**src/rtl/regfile_write_scheduler.sv**
```systemverilog
// Round-robin scheduler sharing the register file's two write ports among NREQ writeback sources.
// Grants are combinational; winning writes are registered and presented on the following cycle.
module regfile_write_scheduler #(
  parameter int NREQ = 3,
  parameter int AW   = 5,
  parameter int DW   = 32
) (
  input  logic               clk,
  input  logic               reset,
  input  logic [NREQ-1:0]    req,
  input  logic [NREQ*AW-1:0] req_reg,
  input  logic [NREQ*DW-1:0] req_data,
  output logic [NREQ-1:0]    gnt,
  output logic [AW-1:0]      WriteReg1,
  output logic [DW-1:0]      WriteData1,
  output logic [AW-1:0]      WriteReg2,
  output logic [DW-1:0]      WriteData2,
  output logic [1:0]         RegWrite_signal,
  output logic [15:0]        conflict_count
);
  localparam int PW = $clog2(NREQ);

  logic [AW-1:0] reqRegArr  [NREQ];
  logic [DW-1:0] reqDataArr [NREQ];

  for (genvar i = 0; i < NREQ; i++) begin : gUnpack
    assign reqRegArr[i]  = req_reg[i*AW +: AW];
    assign reqDataArr[i] = req_data[i*DW +: DW];
  end

  logic [PW-1:0]   ptr;
  logic [PW-1:0]   ptrNext;
  logic [NREQ-1:0] gntRaw;
  logic            port1Valid;
  logic            port2Valid;
  logic            conflictSeen;
  logic [AW-1:0]   port1Reg;
  logic [AW-1:0]   port2Reg;
  logic [DW-1:0]   port1Data;
  logic [DW-1:0]   port2Data;

  // Scan from ptr; register-0 writes are acknowledged without using a port.
  always_comb begin
    logic [PW-1:0] idx;
    idx          = ptr;
    gntRaw       = '0;
    port1Valid   = 1'b0;
    port2Valid   = 1'b0;
    conflictSeen = 1'b0;
    port1Reg     = '0;
    port2Reg     = '0;
    port1Data    = '0;
    port2Data    = '0;
    ptrNext      = ptr;
    for (int k = 0; k < NREQ; k++) begin
      idx = PW'((int'(ptr) + k) % NREQ);
      if (req[idx]) begin
        if (reqRegArr[idx] == '0) begin
          gntRaw[idx] = 1'b1;
        end else if (!port1Valid) begin
          port1Valid  = 1'b1;
          port1Reg    = reqRegArr[idx];
          port1Data   = reqDataArr[idx];
          gntRaw[idx] = 1'b1;
          ptrNext     = PW'((int'(idx) + 1) % NREQ);
        end else if (reqRegArr[idx] == port1Reg) begin
          conflictSeen = 1'b1;
        end else if (!port2Valid) begin
          port2Valid  = 1'b1;
          port2Reg    = reqRegArr[idx];
          port2Data   = reqDataArr[idx];
          gntRaw[idx] = 1'b1;
          ptrNext     = PW'((int'(idx) + 1) % NREQ);
        end
      end
    end
  end

  assign gnt = reset ? '0 : gntRaw;

  always_ff @(posedge clk or posedge reset) begin
    if (reset) begin
      ptr             <= '0;
      RegWrite_signal <= 2'b00;
      WriteReg1       <= '0;
      WriteData1      <= '0;
      WriteReg2       <= '0;
      WriteData2      <= '0;
      conflict_count  <= '0;
    end else begin
      RegWrite_signal <= {port1Valid, port2Valid};
      if (port1Valid) begin
        WriteReg1  <= port1Reg;
        WriteData1 <= port1Data;
        ptr        <= ptrNext;
      end
      if (port2Valid) begin
        WriteReg2  <= port2Reg;
        WriteData2 <= port2Data;
      end
      if (conflictSeen && conflict_count != 16'hFFFF)
        conflict_count <= conflict_count + 16'd1;
    end
  end

endmodule

```
**config.mk**
```make
export PLATFORM = sky130hd
export DESIGN_NAME = regfile_write_scheduler
export DESIGN_NICKNAME = d
export VERILOG_FILES = /design/src/rtl/regfile_write_scheduler.sv
export SDC_FILE = /design/constraint.sdc
export NUM_CORES = 1
export LEC_CHECK = 0
export CAP_MARGIN = 15
export CORE_ASPECT_RATIO = 0.6
export CORE_MARGIN = 5
export CORE_UTILIZATION = 54
export CTS_BUF_LIST = sky130_fd_sc_hd__clkbuf_4 sky130_fd_sc_hd__clkbuf_8 sky130_fd_sc_hd__clkbuf_16
export DETAILED_ROUTE_END_ITERATION = 10
export PLACE_DENSITY = 0.88
export SYNTH_ARGS = -nofsm -noshare
export SYNTH_HDL_FRONTEND = slang
export SYNTH_SLANG_ARGS = --single-unit
```
**constraint.sdc**
```tcl
create_clock -name clk -period 11.8 [get_ports clk]
set_input_delay 3.54 -clock clk [delete_from_list [all_inputs] [get_ports clk]]
set_output_delay 3.54 -clock clk [all_outputs]
set_load 0.02 [all_outputs]
```
==> impl_results.md <==
* Die footprint at ~0.017 mm²
* Area grow syn2layout at 31.5%
* WL final at 28200 µm
* Outcome: complete, no violations
* Startpoint of the worst hold path: conflict_count[4]
* Fraction of registers with async set/reset at 1.00
* Adder-Cell Fraction of Synth Area at 0.00807
* First-pass GRT wire length at 43100 µm
* CTS tree: yes
* Post-route ant nets at 0
* Warnings, synthesis at 0
* Post-synth EDFFs at 0
* Switching Fraction at 0.532
* Overall power at 3.57 mW
* Clock buffer depth at 2
* Combinational Power Share at 0.753
* Clock root buffer: clkbuf_16
* Mean routed wirelength per cell at 21.2 µm
* Min Tclk post-route at 10.77 ns
* Clock Latency Late Sink at 0.34 ns
* Synth cell types at 67
* N_diodes at 0
* H-tree depth at 3
* Worst Skew at approximately 0.0073 ns
* Vias in the first global route at 7938
* Synth Flop Type: dfrtp_1
* GRT overflow at 0
* RSZ-0062 raised after global routing: false
* Yosys reg bits at 94
* XOR/XNOR Fraction of Synth Area at 0.0215
* Hold WS at 0.494 ns
* Critical path launch point: req[1]
* DRT Pass-1 Iters at 5
* Required time of the critical path at roughly 8.3 ns
* Core area at 0.0139 mm²
* Initial DRC Count at roughly 1000
* Compound-gate portion of the synthesized area at 0.323
* Hold Vio Cnt, Final at 0
* CP max FO at 13
* Max cap viols at 0
* Peak VDD IR at 249 µV
* Post-synthesis mux area share at 0.0976
* Largest net degree at the start of global routing at 100
* Syn Inst Count at 983
* Post-CTS Setup Bufs at 0
* Clock power share at 0.085
* Seq pwr share at 0.162
* Share of layout cells above drive strength 1 at 0.0622
* Via-per-instance ratio at about 6.5
* Rel. slew slack at 0.278
* Post-Synth Simple-Gate Area at 0.189
* Largest family of logic cells by synthesized area: compound AO/OA/AOI/OAI gates
* Worst setup EP type: primary output
* Clock transition at path regs at 0.07 ns
* Die width at between 150 and 200 µm
* Via count at ~8600
* Worst hold-check path type: reg -> reg
* Row cnt at 33
* Post-CTS Hold Buffers at 0
* Switching power at 1.90 mW
* Initial antenna violation count at 0
* Max-slew violations at 0
* Die height at 103 µm
* Avg Inst Size Synth at 7.89 µm²
* IO Pins at 211
* CTS buffer count at 9
* Synthesized Nets at around 1100
* Worst slew pin tran at ~1.1 ns
* Number of fill cells at around 1100
* CP Launch Type: input port
* Post-Syn Area at 0.00776 mm²
* Post-CTS resize count at 0
* WS Path Type: in -> out
* TritonCTS Sinks at 94
* IO buf count at 210
* Post-layout nets at 1257
* Hpwl dp at 19600 µm
* Sequential share of the synthesized area at 0.303
* Remaining DRCs at 0
* Critical Path AT at between 7 and 8 ns
* Overall Global Routing Usage at 0.320
* Pwr Density at 350 mW/mm²
* Lkg Pwr at 3.91 nW
* Initial core utilization at 0.559
* Routability cong. at just under 1
* Crit share post-route at 0.913
* Cell Int Power at 1.67 mW
* Final setup viols at 0
* Setup TNS Final at 0 ns
* Fmax at ~93 MHz
* Reg-to-reg startpoint: ptr[0]
worst max-delay path, cell delays in order:
cell and delay (ns):
clkdlybuf4s50_1 0.58, mux2i_1 0.14, o21ai_1 0.77, o221ai_1 0.27, o32ai_1 0.35, o31ai_1 0.28, nor3_2 0.33, o211a_1 0.28
o22ai_1 0.13, clkdlybuf4s50_1 0.55
synthesized netlist by cell type, drive strengths merged, types with 2 or more instances:
master | n | area, µm²
nor2b | 35 | 219
nand3 | 14 | 70.1
clkbuf | 45 | 169
a221oi | 7 | 61.3
o31ai | 2 | 15.0
nand4 | 6 | 37.5
a2bb2oi | 5 | 43.8
o31a | 16 | 140
nor2 | 105 | 394
mux2 | 13 | 146
xor2 | 5 | 43.8
o2111ai | 5 | 43.8
a22oi | 19 | 143
o2bb2ai | 5 | 50.0
nor3 | 21 | 115
ha | 5 | 62.6
o21a | 3 | 22.5
o211a | 2 | 20.0
nand3b | 3 | 22.5
o22ai | 15 | 126
a211o | 4 | 35.0
a32oi | 6 | 60.1
inv | 14 | 52.6
a21oi | 133 | 677
a221o | 22 | 220
o22a | 3 | 26.3
and3 | 9 | 56.3
a21o | 2 | 16.3
buf | 38 | 224
a31oi | 4 | 40.0
mux2i | 61 | 611
o21ai | 83 | 434
o211ai | 19 | 143
nor4 | 2 | 33.8
dfrtp | 94 | 2350
xnor2 | 14 | 123
and2 | 18 | 113
nand2 | 99 | 372
a211oi | 16 | 125
worst paths after layout:
kind                       slack [ns]  cells after the start                end
min reg2reg                      0.49                      1  conflict_count[4]
max reg2reg                      6.81                     11     WriteData2[30]
max in group asynchronous        6.90                      3     WriteData2[16]
max                              1.03                     10             gnt[1]
min in group asynchronous        3.60                      2      WriteData1[9]
min                              0.49                      1  conflict_count[4]
registers in the layout, summed over array words and instances, names as in the netlist:
register	flops
WriteReg1	5
WriteData1	32
conflict_count	16
ptr	2
WriteReg2	5
WriteData2	32
RegWrite_signal	2
final cells by class:
type                       instances  area [µm²]  share of cell area
timing repair buffer             225        2220               0.217
sequential                        94        2350               0.231
clock buffer                      10         233              0.0228
multi-input combinational        792        5030               0.493
clock inverter                     6        70.1             0.00687
inverter                          14        55.1             0.00540
tap                              192         240              0.0235
metrics by stage:
stage	utilization	setup WS (ns)	cells	area, µm²
after CTS	0.735	1.19	1332	10200
after detailed placement	0.713	1.21	1316	9890
final	0.735	1.03	1333	10200
after floorplan	-	2.14	983	7760
after global placement	0.713	1.25	1316	9890
after global routing	0.735	0.892	1333	10200
per-layer routing:
layer	part of all wire	up-vias	track usage
li1	-	3930	-
met1	0.42	3988	0.463
met2	0.41	640	0.466
met3	0.15	48	0.0983
met4	0.020	0	0.0895
met5	0	-	0
power groups by stage:
stage	Combinational (mW)	Sequential [mW]	Clock [mW]
floorplan	1.71	0.706	0
detailed placement	2.62	0.577	0
CTS	2.63	0.575	0.304
finish	2.69	0.579	0.303
global placement	2.58	0.578	0
global route	2.89	0.591	0.318
cell families (layout without fill, tap and decap cells):
family / Yosys count / count (layout)
AO/OA/AOI/OAI: 377 / 377
AND/OR/NAND/NOR: 317 / 317
buffers and inverters: 97 / 255
flip-flops: 94 / 94
multiplexers: 74 / 74
XOR/XNOR: 19 / 19
adder cells (fa/ha/maj): 5 / 5
cell usage in the layout, fill, tap and decap left out, types with 6 or more instances in the layout:
cell type          n
o21ai_0           74
nor2_1           103
nand2_1           98
mux2_2            12
nor3_1            19
clkbuf_16          9
a221o_1           22
o22ai_1           11
inv_1             13
mux2i_1           61
o211ai_1          19
o31a_1            16
xnor2_1           14
nand4_1            6
a22oi_1           19
a221oi_1           7
a211oi_1          15
and2_1            18
and3_1             9
clkdlybuf4s50_1  210
nor2b_1           34
o21ai_1            6
a21oi_1          131
nand3_1           14
dfrtp_1           94
buf_4             14
Note: power is estimated with default switching activity, not from simulation.
